### src/rtl/spi_scene_pkg.sv
// Shared frame layout and FSM encoding for the SPI scene host and the
// frontend receiver, so both ends agree on the 98-bit frame.
package spi_scene_pkg;

  localparam int FRAME_BITS = 98;

  localparam int BG_W   = 6;
  localparam int POLY_W = 12;
  localparam int X_W    = 14;
  localparam int Y_W    = 12;
  localparam int EN_W   = 2;

  localparam int EN_OFF   = 0;
  localparam int V2Y_OFF  = EN_OFF + EN_W;
  localparam int V2X_OFF  = V2Y_OFF + Y_W;
  localparam int V1Y_OFF  = V2X_OFF + X_W;
  localparam int V1X_OFF  = V1Y_OFF + Y_W;
  localparam int V0Y_OFF  = V1X_OFF + X_W;
  localparam int V0X_OFF  = V0Y_OFF + Y_W;
  localparam int POLY_OFF = V0X_OFF + X_W;
  localparam int BG_OFF   = POLY_OFF + POLY_W;

  typedef logic [FRAME_BITS-1:0] frame_t;

  typedef enum logic [2:0] {
    ST_IDLE,
    ST_SETUP,
    ST_SHIFT,
    ST_HOLD,
    ST_GAP
  } state_e;

  function automatic frame_t pack_frame(
    input logic [BG_W-1:0]   bg,
    input logic [POLY_W-1:0] poly,
    input logic [X_W-1:0]    v0x,
    input logic [Y_W-1:0]    v0y,
    input logic [X_W-1:0]    v1x,
    input logic [Y_W-1:0]    v1y,
    input logic [X_W-1:0]    v2x,
    input logic [Y_W-1:0]    v2y,
    input logic [EN_W-1:0]   en
  );
    frame_t f;
    f = '0;
    f[BG_OFF   +: BG_W]   = bg;
    f[POLY_OFF +: POLY_W] = poly;
    f[V0X_OFF  +: X_W]    = v0x;
    f[V0Y_OFF  +: Y_W]    = v0y;
    f[V1X_OFF  +: X_W]    = v1x;
    f[V1Y_OFF  +: Y_W]    = v1y;
    f[V2X_OFF  +: X_W]    = v2x;
    f[V2Y_OFF  +: Y_W]    = v2y;
    f[EN_OFF   +: EN_W]   = en;
    return f;
  endfunction

endpackage

### src/rtl/spi_scene_host_sck_gen.sv
// SCK half-period generator: toggles the clock level every CLK_DIV cycles
// and flags the cycle whose closing edge raises or drops SCK.
module spi_sck_gen #(
  parameter int unsigned CLK_DIV = 2
) (
  input  logic clk,
  input  logic rst_n,
  input  logic en_i,
  input  logic clr_i,
  output logic sck_o,
  output logic rise_o,
  output logic fall_o
);

  localparam logic [7:0] LAST = 8'(CLK_DIV - 1);

  logic [7:0] cnt_q, cnt_d;
  logic       sck_q, sck_d;
  logic       wrap;

  assign wrap   = en_i && (cnt_q == LAST);
  assign rise_o = wrap && !sck_q;
  assign fall_o = wrap && sck_q;
  assign sck_o  = sck_q;

  always_comb begin
    cnt_d = cnt_q;
    sck_d = sck_q;
    if (!en_i || clr_i) begin
      cnt_d = '0;
      sck_d = 1'b0;
    end else if (wrap) begin
      cnt_d = '0;
      sck_d = !sck_q;
    end else begin
      cnt_d = cnt_q + 8'd1;
    end
  end

  always_ff @(posedge clk or negedge rst_n) begin
    if (!rst_n) begin
      cnt_q <= '0;
      sck_q <= 1'b0;
    end else begin
      cnt_q <= cnt_d;
      sck_q <= sck_d;
    end
  end

endmodule

### src/rtl/spi_scene_host.sv
// SPI mode-0 host: shifts one 98-bit scene frame out on mosi and
// captures the slave's miso stream into rx_frame_out.
import spi_scene_pkg::*;

module spi_scene_host #(
  parameter int unsigned CLK_DIV = 2
) (
  input  logic                  clk,
  input  logic                  rst_n,
  input  logic                  start_in,
  input  logic                  abort_in,
  input  logic [BG_W-1:0]       bg_color_in,
  input  logic [POLY_W-1:0]     poly_color_in,
  input  logic [X_W-1:0]        v0_x_in,
  input  logic [Y_W-1:0]        v0_y_in,
  input  logic [X_W-1:0]        v1_x_in,
  input  logic [Y_W-1:0]        v1_y_in,
  input  logic [X_W-1:0]        v2_x_in,
  input  logic [Y_W-1:0]        v2_y_in,
  input  logic [EN_W-1:0]       poly_enable_in,
  input  logic                  miso_in,
  output logic                  cs_out,
  output logic                  sck_out,
  output logic                  mosi_out,
  output logic                  busy_out,
  output logic                  done_out,
  output logic [FRAME_BITS-1:0] rx_frame_out
);

  localparam logic [7:0] LAST = 8'(CLK_DIV - 1);

  state_e     state_q, state_d;
  logic [6:0] bit_q, bit_d;
  logic [7:0] gap_q, gap_d;
  frame_t     tx_q, tx_d;
  frame_t     rx_q, rx_d;
  frame_t     rxf_q, rxf_d;
  logic       cs_q, cs_d;
  logic       mosi_q, mosi_d;
  logic       busy_q, busy_d;
  logic       done_q, done_d;

  logic sck_en, sck_clr, rise, fall, active_d;

  assign sck_en = (state_q == ST_SETUP) || (state_q == ST_SHIFT) ||
                  (state_q == ST_HOLD);
  // The rise strobe at the end of HOLD is the frame end, not a real edge.
  assign sck_clr = sck_en && (abort_in || ((state_q == ST_HOLD) && rise));

  spi_sck_gen #(
    .CLK_DIV (CLK_DIV)
  ) u_sck (
    .clk    (clk),
    .rst_n  (rst_n),
    .en_i   (sck_en),
    .clr_i  (sck_clr),
    .sck_o  (sck_out),
    .rise_o (rise),
    .fall_o (fall)
  );

  always_comb begin
    state_d = state_q;
    bit_d   = bit_q;
    gap_d   = gap_q;
    tx_d    = tx_q;
    rx_d    = rx_q;
    rxf_d   = rxf_q;
    done_d  = 1'b0;
    if (state_q != ST_GAP) gap_d = '0;
    unique case (state_q)
      ST_IDLE: begin
        if (start_in && !abort_in) begin
          tx_d = pack_frame(bg_color_in, poly_color_in,
                            v0_x_in, v0_y_in, v1_x_in, v1_y_in,
                            v2_x_in, v2_y_in, poly_enable_in);
          state_d = ST_SETUP;
        end
      end
      ST_SETUP: begin
        if (abort_in) begin
          state_d = ST_GAP;
        end else if (rise) begin
          rx_d    = {rx_q[FRAME_BITS-2:0], miso_in};
          bit_d   = 7'(FRAME_BITS - 1);
          state_d = ST_SHIFT;
        end
      end
      ST_SHIFT: begin
        if (abort_in) begin
          state_d = ST_GAP;
        end else if (rise) begin
          rx_d = {rx_q[FRAME_BITS-2:0], miso_in};
        end else if (fall) begin
          if (bit_q == 7'd0) begin
            state_d = ST_HOLD;
          end else begin
            bit_d = bit_q - 7'd1;
            tx_d  = {tx_q[FRAME_BITS-2:0], 1'b0};
          end
        end
      end
      ST_HOLD: begin
        if (abort_in) begin
          state_d = ST_GAP;
        end else if (rise) begin
          rxf_d   = rx_q;
          done_d  = 1'b1;
          state_d = ST_GAP;
        end
      end
      ST_GAP: begin
        if (gap_q == LAST) state_d = ST_IDLE;
        else               gap_d   = gap_q + 8'd1;
      end
      default: state_d = ST_IDLE;
    endcase
    active_d = (state_d == ST_SETUP) || (state_d == ST_SHIFT) ||
               (state_d == ST_HOLD);
    cs_d   = !active_d;
    busy_d = (state_d != ST_IDLE);
    mosi_d = active_d ? tx_d[FRAME_BITS-1] : 1'b0;
  end

  always_ff @(posedge clk or negedge rst_n) begin
    if (!rst_n) begin
      state_q <= ST_IDLE;
      bit_q   <= '0;
      gap_q   <= '0;
      tx_q    <= '0;
      rx_q    <= '0;
      rxf_q   <= '0;
      cs_q    <= 1'b1;
      mosi_q  <= 1'b0;
      busy_q  <= 1'b0;
      done_q  <= 1'b0;
    end else begin
      state_q <= state_d;
      bit_q   <= bit_d;
      gap_q   <= gap_d;
      tx_q    <= tx_d;
      rx_q    <= rx_d;
      rxf_q   <= rxf_d;
      cs_q    <= cs_d;
      mosi_q  <= mosi_d;
      busy_q  <= busy_d;
      done_q  <= done_d;
    end
  end

  assign cs_out       = cs_q;
  assign mosi_out     = mosi_q;
  assign busy_out     = busy_q;
  assign done_out     = done_q;
  assign rx_frame_out = rxf_q;

endmodule

### config.mk
export PLATFORM = sky130hd
export DESIGN_NAME = spi_scene_host
export DESIGN_NICKNAME = d
export VERILOG_FILES = /design/src/rtl/spi_scene_pkg.sv /design/src/rtl/spi_scene_host_sck_gen.sv /design/src/rtl/spi_scene_host.sv
export SDC_FILE = /design/constraint.sdc
export NUM_CORES = 1
export LEC_CHECK = 0
export CAP_MARGIN = 20
export CORE_MARGIN = 4
export CORE_UTILIZATION = 54
export DETAILED_ROUTE_END_ITERATION = 7
export PLACE_DENSITY = 0.8
export SYNTH_ARGS = -nofsm -noshare
export SYNTH_HDL_FRONTEND = slang
export SYNTH_SLANG_ARGS = --single-unit
export TNS_END_PERCENT = 20
### constraint.sdc
create_clock -name clk -period 3.3 [get_ports clk]
set_clock_uncertainty 0.15 [all_clocks]
set_input_delay 0.495 -clock clk [delete_from_list [all_inputs] [get_ports clk]]
set_output_delay 0.495 -clock clk [all_outputs]
set_load 0.01 [all_outputs]
==> key figures <==
Floorplanning
  – DIE HEIGHT: 165 microns
  – Io pins: 206
  – Core ar.: 24200 sq um
  – Initial Util: 54.7%
  – FP Rows: 57
  – Die Wd: 165 microns
  – Die area: 27200 sq um

Yosys
  – Syn Nets: 1247
  – Register area share after synthesis: 61.3%
  – Yosys cell types: 51
  – Top_reg_cell synth: dfrtp_1
  – Synth Area per Inst: 11.7 sq um
  – Netlist Area Pre-Place: 13300 sq um
  – EDFF count, synth: 0
  – Post-Syn Instances: 1139
  – Yosys warns: 0
  – Yosys reg bits: 325
  – Post-synth ARST share: 100%

Layout
  – Nets: 1437
  – Final Cell Area: 16700 sq um
  – N_diodes: 0
  – Fin util: 69.1%
  – Commonest cells after routing, fill and taps aside: dfrtp_1 (324), nand2_1 (313), clkdlybuf4s50_1 (204), a22o_1 (97), a21o_1 (96)
  – Commonest non-fill, non-tap cell in the layout: dfrtp_1
  – Layout cell share with drive strength beyond 1: 12.8%
  – P&R area growth vs syn: 26.2%
  – Final non-filler cell total: 1677
  – Fillers: 1800

Pwr
  – P_sw: 2.42 mW
  – P_leak: 8.63 nW
  – Ratio of total power to cell area: 599 nW/um^2
  – Comb pwr share: 12.1%
  – Net Sw Frac: 24.1%
  – Total power: 10.0 mW
  – Int Power: 7.61 mW
  – Max VDD drop: 0.000355 V
  – Clock network power share: 37.7%
  – Power share of the sequential group: 50.2%

Worst setup path
  – Worst Path Arrival: 3180 ps
  – Crit Path Max Fanout: 99
  – Worst R2R Path Depth: 8
  – Critical Path Source Type: flop
  – Critical Path Sink: rx_frame_out[79]$_DFFE_PN0P_
  – CP cell instances: inv_1 -> ha_1 -> or3b_2 -> nor3_2 -> nand2_1 -> nor3_4 -> buf_12 -> mux2_2
  – WP depth: 8
  – Worst R2R Start: u_sck.cnt_q[1]$_DFF_PN0_
  – Crit Path Class: reg -> reg
  – Critical path startpoint: u_sck.cnt_q[1]$_DFF_PN0_
  – Crit. End Element: flop
  – Slowest CP cell: or3b_2
  – RR Endpoint: rx_frame_out[79]$_DFFE_PN0P_
  – Slowest stage delay, CP: 500 ps
  – Top delay family on crit path: simple AND/OR/NAND/NOR gates
  – FF-to-FF setup slack: 350 ps
  – Worst path buffer plus inverter count: 2
  – Required time worst endpoint: 3530 ps

Timing
  – Period Utilization, post-route: 89.5%
  – Final hold vios: 0
  – Aggregate negative setup slack: 0 ps
  – Slew Viols, Final: 0
  – Worst-margin pin slew: 1030 ps
  – RSZ-0062 raised after global routing: false
  – F_max: 339 MHz
  – Slew headroom: 31.3%
  – Setup WS post-layout: 348 ps
  – Period minus WS final: 2950 ps
  – Final setup fails: 0
  – Final hold slack: 324 ps

Placement
  – RD Place Congestion: 0.820
  – Dpl cell area: 15600 sq um
  – Inst Count DP: 1615
  – Dpl ws: 363 ps
  – Post-detail-place hpwl: 18.0 mm
  – IO buf count: 205

Drt
  – Final WL: 28.7 mm
  – DRC errors left: 0
  – Drt via density: 5.49
  – Drt wl/cell: 17.1 microns
  – Iteration-0 DRC Markers: 550
  – Vias: 9203
  – DR pass1 iterations: 5
  – Final antenna-violating net count: 0

GRT
  – Pin count of the biggest net entering global routing: 100
  – Total Routing Usage GR: 21.1%
  – First-pass GRT wire length: 46.7 mm
  – Initial antenna violation count: 0
  – Vias in the first global route: 9154
  – Global route overflow: 0

Job
  – Max-cap violations: 0

Clock tree
  – H-tree depth: 2
  – Setup bufs post-CTS: 0
  – Total clock buffers created by CTS: 35
  – Reg clk slew, reported paths: 60 ps
  – CTS tree: done
  – Later-pin clock latency in the skew report: 510 ps
  – Post-CTS sizing: 0
  – Clock Sinks: 325
  – CTS Buffer Depth: 3
  – CTS root buffer: clkbuf_16
  – Cts hold-fix bufs: 1

Outcome
  – Status: finished, final reports clean

Min path
  – Worst hold path type: reg -> reg
cells by family after synthesis:
kind of cell,after synthesis,share of synthesized area [%]
AND/OR/NAND/NOR,405,12.9
XOR/XNOR,14,0.924
multiplexers,101,8.55
AO/OA/AOI/OAI,214,12.9
flip-flops,325,61.3
buffers and inverters,75,2.94
adder cells (fa/ha/maj),5,0.471
sequential cells by signal (all words and copies together) (netlist names):
name          count
tx_q             98
done_out          1
busy_out          1
rx_frame_out     98
gap_q             8
u_sck.sck_o       1
rx_q             98
u_sck.cnt_q       8
mosi_out          1
bit_q             7
cs_out            1
state_q           3
layout make-up:
type	count	area (sq um)	area share (%)
Sequential cell	325	8130	48.6
Clock buffer	53	1020	6.11
Clock inverter	8	93.8	0.560
Multi-Input combinational cell	739	4760	28.4
Inverter	7	26.3	0.157
Tap cell	324	405	2.42
Timing Repair Buffer	221	2300	13.8
synthesized netlist by cell type, types with 3 or more instances:
library cell,instances,share of area [%]
buf_6,8,0.68
clkbuf_1,33,0.93
nand2_1,313,8.9
nor2_1,28,0.79
ha_1,5,0.47
and3_1,7,0.33
inv_1,7,0.20
nand2b_1,3,0.14
dfrtp_1,324,61
a21oi_1,5,0.19
or2_2,4,0.19
nand4_1,4,0.19
buf_1,6,0.17
a22o_1,97,6.4
xnor2_1,5,0.33
mux2_1,9,0.76
buf_4,9,0.51
buf_2,12,0.45
nor3_1,8,0.30
o21ai_0,7,0.26
nor4_1,5,0.24
a21o_1,96,5.4
mux2_2,90,7.6
nor4b_1,3,0.20
xor2_1,9,0.59
nand3_1,12,0.45
how the worst min path moves through the flow:
| stage | start | to | slack [ps] | cells after the start |
|---|---|---|---|---|
| after floorplan | rst_n | bit_q[0]$_DFFE_PN0P_ | 50 | 0 |
| after global placement | rx_q[97]$_DFFE_PN0P_ | rx_q[97]$_DFFE_PN0P_ | 300 | 2 |
| after detailed placement | tx_q[85]$_DFFE_PN0P_ | tx_q[85]$_DFFE_PN0P_ | 320 | 1 |
| after CTS | tx_q[37]$_DFFE_PN0P_ | tx_q[37]$_DFFE_PN0P_ | 330 | 1 |
| after global routing | tx_q[37]$_DFFE_PN0P_ | tx_q[37]$_DFFE_PN0P_ | 330 | 1 |
| final | tx_q[85]$_DFFE_PN0P_ | tx_q[85]$_DFFE_PN0P_ | 320 | 1 |
power groups by stage:
stage,Combinational (mW),Clock (mW),Sequential (mW)
6_report,1.21,3.78,5.04
5_1_grt,1.35,4.05,5.11
4_1_cts,1.23,3.89,5.03
3_5_place_dp,1.22,0,5.10
3_3_place_gp,1.18,0,5.06
2_1_floorplan,0.832,0,4.99
layer usage:
layer | global-route usage [%] | wire [microns]
met1 | 29.7 | 12600
met2 | 32.1 | 13100
met3 | 6.71 | 2470
met4 | 5.60 | 519
met5 | 0 | 0
(Power assumes the default switching activity.)
